[src/rtl/pipe_ctrl.sv]
// -----------------------------------------------------------------------------
// pipe_ctrl -- pipeline hazard / exception controller
//
// Decides, every cycle, which pipeline registers hold (stall) and which are
// replaced by bubbles (flush), and whether fetch is redirected.
// Event priority in RUN: exception > interrupt > return-from-exception >
// taken branch / load hazard (the last two may combine). After a redirect
// caused by an exception, interrupt or return, the block spends one non-busy
// cycle in RECOVER, in which every event input is ignored.
//
// Ports
//   clk, reset                 clock, synchronous active-high reset
//   if_busy, mem_busy          bus access outstanding -> freeze everything
//   ld_hazard                  load-use hazard between ID and EX
//   br_taken, br_addr          taken branch resolved in ID and its target
//   mem_en, mem_pc             MEM stage valid flag and PC
//   mem_exp_code               MEM exception code (0 none, 1 = interrupt)
//   mem_exrt                   MEM instruction is return-from-exception
//   mem_int_en_wr/_val         MEM instruction writes interrupt enable
//   irq                        asynchronous external interrupt level
//   *_stall, *_flush           pipeline register hold / bubble controls
//   new_pc, new_pc_vld         combinational fetch redirect
//   epc, exp_cause, int_en     saved exception state (registered)
// -----------------------------------------------------------------------------
module pipe_ctrl #(
  parameter int                ADDR_W  = 30,
  parameter logic [ADDR_W-1:0] EXP_VEC = ADDR_W'(30'h0000_0100)
) (
  input  logic              clk,
  input  logic              reset,
  input  logic              if_busy,
  input  logic              mem_busy,
  input  logic              ld_hazard,
  input  logic              br_taken,
  input  logic [ADDR_W-1:0] br_addr,
  input  logic              mem_en,
  input  logic [ADDR_W-1:0] mem_pc,
  input  logic [2:0]        mem_exp_code,
  input  logic              mem_exrt,
  input  logic              mem_int_en_wr,
  input  logic              mem_int_en_val,
  input  logic              irq,
  output logic              if_stall,
  output logic              id_stall,
  output logic              ex_stall,
  output logic              mem_stall,
  output logic              if_flush,
  output logic              id_flush,
  output logic              ex_flush,
  output logic              mem_flush,
  output logic [ADDR_W-1:0] new_pc,
  output logic              new_pc_vld,
  output logic [ADDR_W-1:0] epc,
  output logic [2:0]        exp_cause,
  output logic              int_en
);

  typedef enum logic [0:0] {
    ST_RUN     = 1'b0,
    ST_RECOVER = 1'b1
  } state_e;

  state_e            r_state;
  state_e            w_state_nxt;
  logic              r_irq_meta;
  logic              r_irq_s;
  logic [ADDR_W-1:0] r_epc;
  logic [2:0]        r_exp_cause;
  logic              r_int_en;

  logic w_busy;
  logic w_exc;
  logic w_int;
  logic w_ret;
  logic w_trap;
  logic w_commit;

  assign w_busy   = if_busy | mem_busy;
  assign w_exc    = mem_en & (mem_exp_code != 3'd0);
  assign w_int    = mem_en & r_irq_s & r_int_en;
  assign w_ret    = mem_en & mem_exrt;
  assign w_trap   = w_exc | w_int;
  // Architectural state may only move in a non-busy RUN cycle.
  assign w_commit = (r_state == ST_RUN) & ~w_busy;

  assign epc       = r_epc;
  assign exp_cause = r_exp_cause;
  assign int_en    = r_int_en;

  // Two-flop irq synchronizer; keeps sampling even while the pipe is busy.
  always_ff @(posedge clk) begin
    if (reset) begin
      r_irq_meta <= 1'b0;
      r_irq_s    <= 1'b0;
    end else begin
      r_irq_meta <= irq;
      r_irq_s    <= r_irq_meta;
    end
  end

  // State register.
  always_ff @(posedge clk) begin
    if (reset) begin
      r_state <= ST_RUN;
    end else begin
      r_state <= w_state_nxt;
    end
  end

  // Next-state logic: RECOVER is entered on any redirecting trap/return and
  // is left after exactly one non-busy cycle.
  always_comb begin
    w_state_nxt = r_state;
    case (r_state)
      ST_RUN: begin
        if (~w_busy && (w_trap || w_ret)) begin
          w_state_nxt = ST_RECOVER;
        end else begin
          w_state_nxt = ST_RUN;
        end
      end
      ST_RECOVER: begin
        if (w_busy) begin
          w_state_nxt = ST_RECOVER;
        end else begin
          w_state_nxt = ST_RUN;
        end
      end
      default: w_state_nxt = ST_RUN;
    endcase
  end

  // Saved exception state and interrupt enable.
  always_ff @(posedge clk) begin
    if (reset) begin
      r_epc       <= {ADDR_W{1'b0}};
      r_exp_cause <= 3'd0;
      r_int_en    <= 1'b0;
    end else if (w_commit) begin
      if (w_exc) begin
        r_epc       <= mem_pc;
        r_exp_cause <= mem_exp_code;
        r_int_en    <= 1'b0;
      end else if (w_int) begin
        r_epc       <= mem_pc;
        r_exp_cause <= 3'd1;
        r_int_en    <= 1'b0;
      end else if (w_ret) begin
        r_int_en <= 1'b1;
      end else if (mem_en && mem_int_en_wr) begin
        r_int_en <= mem_int_en_val;
      end else begin
        r_int_en <= r_int_en;
      end
    end else begin
      r_epc       <= r_epc;
      r_exp_cause <= r_exp_cause;
      r_int_en    <= r_int_en;
    end
  end

  // Output decode: stall/flush controls and the combinational redirect.
  always_comb begin
    if_stall   = 1'b0;
    id_stall   = 1'b0;
    ex_stall   = 1'b0;
    mem_stall  = 1'b0;
    if_flush   = 1'b0;
    id_flush   = 1'b0;
    ex_flush   = 1'b0;
    mem_flush  = 1'b0;
    new_pc     = {ADDR_W{1'b0}};
    new_pc_vld = 1'b0;
    if (reset) begin
      new_pc_vld = 1'b0;
    end else if (w_busy) begin
      // A bus access is outstanding: freeze the whole pipe, defer events.
      if_stall  = 1'b1;
      id_stall  = 1'b1;
      ex_stall  = 1'b1;
      mem_stall = 1'b1;
    end else if (r_state == ST_RUN) begin
      if (w_trap || w_ret) begin
        if_flush   = 1'b1;
        id_flush   = 1'b1;
        ex_flush   = 1'b1;
        mem_flush  = 1'b1;
        new_pc_vld = 1'b1;
        if (w_trap) begin
          new_pc = EXP_VEC;
        end else begin
          new_pc = r_epc;
        end
      end else begin
        if (br_taken) begin
          if_flush   = 1'b1;
          new_pc     = br_addr;
          new_pc_vld = 1'b1;
        end else begin
          new_pc_vld = 1'b0;
        end
        // Hold the consumer in ID and push a bubble into EX.
        if (ld_hazard) begin
          if_stall = 1'b1;
          id_flush = 1'b1;
        end else begin
          id_flush = 1'b0;
        end
      end
    end else begin
      // RECOVER: one quiet cycle while the redirected fetch gets going.
      new_pc_vld = 1'b0;
    end
  end

endmodule

[config.mk]
export PLATFORM = sky130hd
export DESIGN_NAME = pipe_ctrl
export DESIGN_NICKNAME = d
export VERILOG_FILES = /design/src/rtl/pipe_ctrl.sv
export SDC_FILE = /design/constraint.sdc
export NUM_CORES = 1
export LEC_CHECK = 0
export ABC_CLOCK_PERIOD_IN_PS = 1800
export CAP_MARGIN = 20
export CORE_UTILIZATION = 32
export CTS_CLUSTER_SIZE = 30
export DETAILED_ROUTE_END_ITERATION = 8
export GPL_ROUTABILITY_DRIVEN = 0
export GPL_TIMING_DRIVEN = 0
export PLACE_DENSITY = 0.85
export SLEW_MARGIN = 20
export SYNTH_ARGS = -nofsm -noshare
export SYNTH_HDL_FRONTEND = slang
export SYNTH_SLANG_ARGS = --single-unit
[constraint.sdc]
create_clock -name clk -period 1.8 [get_ports clk]
set_clock_uncertainty 0.1 [all_clocks]
set_input_delay 0.36 -clock clk [delete_from_list [all_inputs] [get_ports clk]]
set_output_delay 0.36 -clock clk [all_outputs]
set_load 0.01 [all_outputs]
==> results of run 1 <==
==> path summary, 6_finish.rpt <==
| kind | slack [ps] | cells past startpoint | to |
|---|---|---|---|
| max | -430 | 6 | new_pc[5] |
| min reg2reg | 340 | 1 | r_irq_s$_SDFF_PP0_ |
| max reg2reg | 10 | 7 | exp_cause[0]$_SDFFE_PP0P_ |
| min | 300 | 2 | r_irq_s$_SDFF_PP0_ |
==> timing repair <==
action | 4_1_cts | 5_1_grt
pin swaps | 8 | 5
hold endpoints to repair | 0 | 0
hold buffers | 0 | 0
cloned | 2 | 0
endpoints found under the setup margin | 71 | 66
gates resized for setup | 211 | 6
setup buffers | 8 | 4
==> cells in the mapped netlist (all sizes together) (2+ instances only) <==
library cell / number / area share (%)
buf: 11 / 4.0
nand3: 29 / 7.0
clkbuf: 16 / 2.9
nand2: 96 / 17
mux2i: 30 / 14
nor2b: 2 / 0.60
nor2: 4 / 0.85
o21ai: 7 / 1.7
dfxtp: 37 / 36
inv: 5 / 0.91
a21oi: 34 / 8.2
nor3: 2 / 0.48
or2: 2 / 0.60
==> through the flow <==
step,hold slack [ps],worst slack (ps),setup TNS [ps]
finish,301,-427,-12440
floorplan,314,-11.4,-121
global placement,320,-1350,-61000
global route,320,-507,-15750
CTS,294,-428,-11690
detailed placement,324,-1360,-64070
==> registers in the layout, summed over array words and instances, names as in the netlist <==
| signal | flops |
|---|---|
| epc | 30 |
| r_state | 1 |
| int_en | 1 |
| r_irq_meta | 1 |
| exp_cause | 3 |
| r_irq_s | 1 |
==> layer usage <==
metal / share of wire (%) / vias to the layer above / track usage, %
met5: 0 / - / 0
met4: 0.45 / 0 / 4.21
met3: 7.7 / 4 / 5.49
met2: 52 / 104 / 42.9
met1: 40 / 1194 / 24.8
li1: - / 1288 / -
==> cell families (layout without fill, tap and decap cells) <==
family                 Yosys count  count (layout)
DFF                             37              37
and+or+nand+nor                139             139
buffers and inverters           32             197
AOI/OAI and AO/OA               48              48
muxes                           30              30
==> power breakdown <==
part | internal [mW] | switching (mW) | total (mW)
logic | 0.301 | 0.221 | 0.521
clock network | 0.274 | 0.291 | 0.565
registers | 0.846 | 0.0229 | 0.869
total | 1.42 | 0.534 | 1.95
==> worst register-to-register path, stage by stage (launching register included) <==
cell and delay, ps:
dfxtp_2 350, a2111oi_4 420, buf_4 180, buf_4 120, nor2_4 50, buf_6 120, buf_4 120, o221a_1 220
==> layout make-up <==
cell class	count	area [sq um]
clock inverter	1	7.51
fill	521	2210
clock buffer	7	76.3
sequential	37	747
tap	75	93.8
inverter	5	18.8
buffer	25	209
multi-input combinational	217	1290
timing repair buffer	159	1440
==> layout by cell type, fill, tap and decap left out, drive strengths merged, types with 3 or more instances in the layout <==
cell type and count:
nand2 96, clkdlybuf4s15 3, a21oi 34, nor2 4
clkdlybuf4s50 99, nand3 29, clkbuf 24, inv 5
buf 59, dlygate4sd2 6, o21ai 7, dfxtp 37
mux2i 30
==> metrics.txt, run 1 <==
Syn Nets=360; final wirelength=7630 microns; critical path class=reg2out; DR iter-0 viols=78; crit path launch=int_en$_SDFFE_PP0P_; status=finished with violations; vias in the first global route=2,456; die footprint=0.00680 sq mm; setup ws final=-427 ps; mux contribution to synthesized area=14.5%; drt pass-1 iters=4; CTS tree=built; root buffer cell=clkbuf_8; Critical-path top delay cell=a2111oi_4; period utilization=124%; Total GRT Usage=22.4%; critical path endpoint category=output port; Simple-Gate Fraction of Synth Area=28.7%; crit start category=flip-flop; DR DRC count=0; IO buf count=145; worst-margin pin slew=454 ps; P_leak=1.53 nW; power per standard cell area=504 mW/mm^2; chip height=82.5 microns; Synth Area in Compound Gates=13.2%; Max clock buf depth=2; worst reg2reg path startpoint=int_en$_SDFFE_PP0P_; crit-path cells=a2111oi_4 -> o21ai_2 -> buf_6 -> buf_4 -> a21oi_1 -> buf_2; I/O Pins=147; WL/cell=14.5 microns; Placed Cells=506; site row count=28; CP bufs+invs=3; via count=2,590; max incr delay on CP=420 ps; drt via density=4.92; Starting Density=34.0%; Layout Nets=524; Hold Crit Start=reset; global-route wire length before repair=11,400 microns; crit path time final=2230 ps; Synth cell types=29; Synth Area in XOR/XNOR=0%; ANT nets after route=0; Pins Over Slew Limit=0; Reg clk slew, reported paths=70 ps; Worst Hold Class=in2reg; main combinational cell family by area after synthesis=simple AND/OR/NAND/NOR gates; Final Hold Vio Count=0; Max Freq=449 MHz; Die Span X=82.5 microns; VDD IR-drop max=0.356 mV; Max Cap Viol=0; Final Non-Filler Cells=526; worst-path maximum fanout=5; share of post-route cells with drive strength above 1=24.2%; worst endpoint data arrival time=1770 ps; Slew Limit Headroom=69.7%; # diodes=0; average cell area after synthesis=7.24 sq um; CTS buffer count=5; critical path data required time=1340 ps; Overflow after GRT=0; Seq/Total Area, Yosys=35.7%; Cell Area, Synth=0.00207 sq mm; number of flops mapped to enable cells by yosys=0; Final HPWL DP=5780 microns; RSZ-0062 raised after global routing=true; largest net degree at the start of global routing=12; Tot Pwr=1.95 mW; Finished Cell Area=0.00388 sq mm; initial antenna violation count=0; Post-synth ARST share=0%; final setup vio count=36; Synth Flop Type=dfxtp_1; failing checks=setup timing; H-tree depth=2; Area growth syn-to-layout=87.4%; clock sinks=37; synth warn=0; post-synthesis instance total=286; Post-Synth Adder-Cell Area=0%; insertion delay to the later sink of the worst-skew pair=290 ps; placed cell areas=0.00368 sq mm; Placeable Area=0.00610 sq mm; flops & latches, synth=37; CP top delay family=compound AO/OA/AOI/OAI gates; fin util=63.7%
(Power assumes the default switching activity.)
==> inputs of run 2 (changes only) <==
- CORE_MARGIN: default -> 2
==> run 2 against run 1 <==
  * The flow still finishes with violations (setup timing)
  * First-iteration DRC count increased by 46%
  * Sequential share of layout area is 0.75 points lower
  * Clock-buffer cell count did not move
  * Fmax shrank 0.89%
  * Critical path type unchanged
  * Highest routed layer unchanged
==> metrics.txt, run 2 (synthesis gave the netlist of run 1 again) <==
CP bufs+invs=3 (unchanged); worst-margin pin slew=495 ps (+40.5 ps); fin util=64.2% (+0.52 points); period utilization=125% (+1.1 points); global-route wire length before repair=13,400 microns (+18%); max incr delay on CP=460 ps (+40 ps); Tot Pwr=2.00 mW (+2.4%); insertion delay to the later sink of the worst-skew pair=280 ps (about the same); Layout Nets=534 (+1.9%); critical path class=reg2out; WL/cell=15.6 microns (+7.4%); Overflow after GRT=0 (unchanged); DR DRC count=0 (unchanged); internal power=1.47 mW (+3.2%); Area growth syn-to-layout=95.7%; setup ws final=-447 ps (-20.1 ps); Final Non-Filler Cells=537 (+2.1%); Max Freq=445 MHz (-0.89%); CTS buffer count=5 (unchanged); IO buf count=145 (unchanged); placed cell areas=0.00368 sq mm (about the same); chip height=84.5 microns (+2.4%); I/O Pins=147 (unchanged); crit-path cells=a2111o_1 -> o211ai_1 -> buf_4 -> nand2_4 -> buf_6 -> buf_6; Die Span X=84.5 microns (+2.4%); die footprint=0.00713 sq mm (+4.9%); Multi-input gate area=0.00134 sq mm (+4.0%); crit start category=flip-flop; switching power=535 uW (+0.26%); critical path data required time=1340 ps (about the same); drt pass-1 iters=4 (unchanged); Slew Limit Headroom=67.0% (-2.7 points); final setup vio count=40 (+11%); ANT nets after route=0 (unchanged); failing checks=setup timing; status=finished with violations; Final Hold Vio Count=0 (unchanged); FF-to-FF End=int_en$_SDFFE_PP0P_; most frequent cells in the layout=clkdlybuf4s50_1, nand2_1, buf_2, dfxtp_1; register area=749 sq um (+0.34%); Most common cell on crit path=buf_6; Max clock buf depth=2 (unchanged); CTS tree=built; Pins Over Slew Limit=0 (unchanged); drt via density=4.96 (+0.75%); clock sinks=37 (unchanged); Reg clk slew, reported paths=70 ps (about the same); VDD IR-drop max=0.280 mV (-21%); worst reg2reg path startpoint=r_state$_SDFF_PP0_; most common cell after layout, fill and taps aside=clkdlybuf4s50_1; via count=2,664 (+2.9%); P_leak=1.59 nW (+4.0%); Critical-path top delay cell=a2111o_1; Max Cap Viol=0 (unchanged); RSZ-0062 raised after global routing=true; largest net degree at the start of global routing=11 (-1); worst hold path depth=2 (unchanged); initial antenna violation count=0 (unchanged); worst-path maximum fanout=4 (-1); max reg flops=30 (unchanged); Starting Density=32.8% (-1.2 points); site row count=29 (+3.6%); Gate power share=27.6% (+0.9 points); sequential power share=43.3% (-1.1 points); CP top delay family=compound AO/OA/AOI/OAI gates; Worst Reg2Reg Path Length in Cells=5 (-2); Final HPWL DP=5940 microns (+2.7%); critical path endpoint category=output port; vias in the first global route=2,697 (+9.8%); CTS Hold Bufs=0 (unchanged); power per standard cell area=494 mW/mm^2 (-1.9%); Placed Cells=508 (+0.40%); Total GRT Usage=23.2% (+0.81 points); Place WS=-1390 ps (-22.9 ps); Fillers=546 (+4.8%); Hold Crit Start=reset; # diodes=0 (unchanged); sw frac=26.7% (-0.57 points); worst endpoint data arrival time=1790 ps (+20 ps); H-tree depth=2 (unchanged); Worst Hold Path EP=r_irq_s$_SDFF_PP0_; Clk pwr share=29.0% (about the same); share of post-route cells with drive strength above 1=28.5% (+4.3 points); root buffer cell=clkbuf_8; DR iter-0 viols=114 (+46%); final wirelength=8360 microns (+9.7%); Placeable Area=0.00631 sq mm (+3.6%); crit path time final=2250 ps (+20.1 ps); Worst Hold Class=in2reg; R2R setup slack=-50 ps (-60 ps); Finished Cell Area=0.00405 sq mm (+4.4%)
## run 2: layout make-up
type                            instances  share of cell area, %
Tap cell                               77                   2.38
Clock buffer                            7                   2.13
Buffer                                 25                   5.40
Inverter                                5                  0.525
Sequential cell                        37                   18.5
Timing Repair Buffer                  169                   38.0
Multi-Input combinational cell        217                   33.1
## run 2: how the worst max path moves through the flow
stage                   startpoint    endpoint  slack, ps  cells past startpoint
2_1_floorplan                reset  new_pc[19]        -10                      6
3_3_place_gp              mem_exrt  new_pc[21]      -1350                      7
3_5_place_dp              mem_exrt  new_pc[24]      -1390                      7
4_1_cts         r_irq_s$_SDFF_PP0_  new_pc_vld       -430                      5
5_1_grt        int_en$_SDFFE_PP0P_  new_pc_vld       -520                      6
6_report       int_en$_SDFFE_PP0P_  new_pc_vld       -450                      6
## run 2: power groups by stage
| stage | sequential, mW | clock (mW) | combinational (mW) |
|---|---|---|---|
| after floorplan | 0.895 | 0 | 0.178 |
| after global placement | 0.886 | 0 | 0.476 |
| after detailed placement | 0.887 | 0 | 0.486 |
| after CTS | 0.868 | 0.594 | 0.547 |
| after global routing | 0.870 | 0.638 | 0.597 |
| final | 0.868 | 0.581 | 0.553 |
## run 2: worst register-to-register path, cell delays in order, from the launching register on
cell and delay, ps:
dfxtp_4 360, buf_6 110, or4b_4 510, buf_6 140, or4_4 500, o21ai_2 60
## run 2: timing repair
item | 4_1_cts | 5_1_grt
cloned | 4 | 1
setup buffers | 16 | 6
gates resized for setup | 227 | 22
setup endpoints to repair | 71 | 70
pin swaps | 10 | 11
## run 2: per-stage QoR
| step | hold slack, ps | TNS (ps) |
|---|---|---|
| after floorplan | 314 | -121 |
| after global placement | 320 | -60860 |
| after detailed placement | 323 | -62260 |
| after CTS | 300 | -13580 |
| after global routing | 325 | -16200 |
| final | 316 | -12750 |
## run 2: metal layers
metal	global-route usage [%]	wire (microns)	vias to the layer above
li1	-	-	1299
met1	27.3	3330	1241
met2	42.6	4340	112
met3	5.11	556	12
met4	5.92	136	0
met5	0	0	-
==> inputs of run 3 (changes only) <==
- ABC_CLOCK_PERIOD_IN_PS: 1800 -> 2400
- CORE_UTILIZATION: 32 -> 35
- MAX_ROUTING_LAYER: default -> met4
- PLACE_DENSITY: 0.85 -> 0.88
- clock period: 1.8 -> 2.4 ns (I/O delays scaled with it)
==> run 3 against run 2 <==
  * The run now ends clean
  * First-iteration DRC count decreased by 32%
  * Non-clock buffer count decreased by 15
  * Routed wire length decreased by 5.7%
  * Register-to-register slack improved by 520 ps
  * Sequential power decreased by 25%
  * Flip-flop and latch count unchanged
  * Clock power decreased by 28%
  * Sequential share of layout area increased by 1.5 points
  * Critical endpoint is now new_pc[25]
  * Die area decreased by 8.2%
  * Worst hold slack improved by 21 ps
  * Cell area decreased by 7.6%
==> metrics.txt, run 3 (synthesis gave the netlist of run 1 again) <==
most common cell after layout, fill and taps aside=clkdlybuf4s50_1; critical path data required time=1820 ps (+480 ps); die footprint=0.00655 sq mm (-8.2%); DR DRC count=0 (unchanged); Pins Over Slew Limit=0 (unchanged); global-route wire length before repair=12,000 microns (-11%); max reg flops=30 (unchanged); power per standard cell area=386 mW/mm^2 (-22%); Slew Limit Headroom=67.6% (+0.57 points); Area growth syn-to-layout=80.7%; share of post-route cells with drive strength above 1=20.9% (-7.6 points); CP bufs+invs=4 (+1); Fillers=566 (+3.7%); crit start category=primary input; largest net degree at the start of global routing=11 (unchanged); Starting Density=35.6% (+2.8 points); Multi-input gate area=0.00125 sq mm (-6.9%); critical path endpoint category=output port; site row count=28 (-3.4%); worst endpoint data arrival time=1790 ps (about the same); crit-path cells=dlygate4sd2_1 -> nor4_4 -> o21ai_2 -> buf_6 -> buf_12 -> a21oi_2 -> buf_2; Critical-path top delay cell=nor4_4; initial antenna violation count=0 (unchanged); CP top delay family=buffers and inverters; Max clock buf depth=2 (unchanged); clock sinks=37 (unchanged); status=complete, no violations; drt via density=5.09 (+2.6%); via count=2,651 (-0.49%); CTS buffer count=5 (unchanged); chip height=80.9 microns (-4.2%); ANT nets after route=0 (unchanged); Die Span X=80.9 microns (-4.2%); I/O Pins=147 (unchanged); Reg clk slew, reported paths=70 ps (about the same); DR iter-0 viols=77 (-32%); Setup Total Neg Slack=0 ps (+12,750 ps); worst-path maximum fanout=10 (+6); drt pass-1 iters=4 (unchanged); Final Hold Vio Count=0 (unchanged); setup ws final=27.5 ps (+475 ps); IO buf count=145 (unchanged); VDD IR-drop max=0.207 mV (-26%); hold slack=337 ps (+21.0 ps); final setup vio count=0 (-100%); max incr delay on CP=290 ps (-170 ps); most frequent cells in the layout=clkdlybuf4s50_1, nand2_1, dfxtp_1; Overflow after GRT=0 (unchanged); Total GRT Usage=24.1% (+0.91 points); RSZ-0062 raised after global routing=true; vias in the first global route=2,525 (-6.4%); CTS tree=built; WL/cell=15.1 microns (-2.8%); Max Cap Viol=0 (unchanged); Final Non-Filler Cells=521 (-3.0%); insertion delay to the later sink of the worst-skew pair=280 ps (about the same); Worst Hold Class=reg2reg; final wirelength=7880 microns (-5.7%); Layout Nets=519 (-2.8%); crit path time final=2370 ps; period utilization=98.9%; Placeable Area=0.00582 sq mm (-7.9%); critical path class=in2out; Place WS=-1090 ps (+296 ps); Placed Cells=506 (-0.39%); root buffer cell=clkbuf_8; Max Freq=421 MHz; register area=748 sq um (-0.17%); P_leak=1.45 nW (-8.9%); H-tree depth=2 (unchanged); worst-margin pin slew=486 ps (-8.50 ps); Final HPWL DP=5830 microns (-1.9%); # diodes=0 (unchanged)
## run 3: final cells by class
type | count | area share [%]
plain buffers | 26 | 5.95
clock buffers | 8 | 2.14
inverters | 5 | 0.501
multi-input cells | 217 | 33.4
flip-flops and latches | 37 | 20.0
well taps | 75 | 2.51
repair buffers | 153 | 35.5
## run 3: timing repair
item                                    in CTS  in global routing
resized for setup                          122                 72
pin swaps                                    6                  5
gates cloned                                 0                  1
buffers inserted                             8                  0
hold buffers                                 0                  0
endpoints found under the setup margin      39                 37
## run 3: path summary, 6_finish.rpt
kind / endpoint / cells past startpoint / from / slack (ps)
setup / recovery: new_pc[25] / 7 / if_busy / 30
hold / removal: r_irq_s$_SDFF_PP0_ / 1 / r_irq_meta$_SDFF_PP0_ / 340
setup reg to reg: epc[14]$_SDFFE_PP0P_ / 5 / r_state$_SDFF_PP0_ / 470
hold reg to reg: r_irq_s$_SDFF_PP0_ / 1 / r_irq_meta$_SDFF_PP0_ / 340
## run 3: metal layers
| metal | track usage (%) | wire [microns] | vias up |
|---|---|---|---|
| met4 | 7.12 | 104 | 0 |
| met1 | 27.4 | 3200 | 1255 |
| met3 | 5.00 | 424 | 12 |
| met5 | - | 0 | - |
| li1 | - | - | 1277 |
| met2 | 42.6 | 4150 | 107 |
## run 3: stage by stage
| stage | area, sq um | total power [mW] | utilization (%) |
|---|---|---|---|
| 2_1_floorplan | 2070 | 0.799 | - |
| 3_3_place_gp | 3620 | 1.01 | 62.2 |
| 3_5_place_dp | 3620 | 1.02 | 62.2 |
| 4_1_cts | 3750 | 1.45 | 64.5 |
| 5_1_grt | 3740 | 1.51 | 64.4 |
| 6_report | 3740 | 1.44 | 64.4 |
## run 3: power by group
part | switching, mW | total (mW) | internal [mW] | leakage, nW
Sequential | 0.0165 | 0.650 | 0.633 | 0.302
Clock | 0.209 | 0.416 | 0.206 | 0.0395
Combinational | 0.163 | 0.378 | 0.215 | 1.10
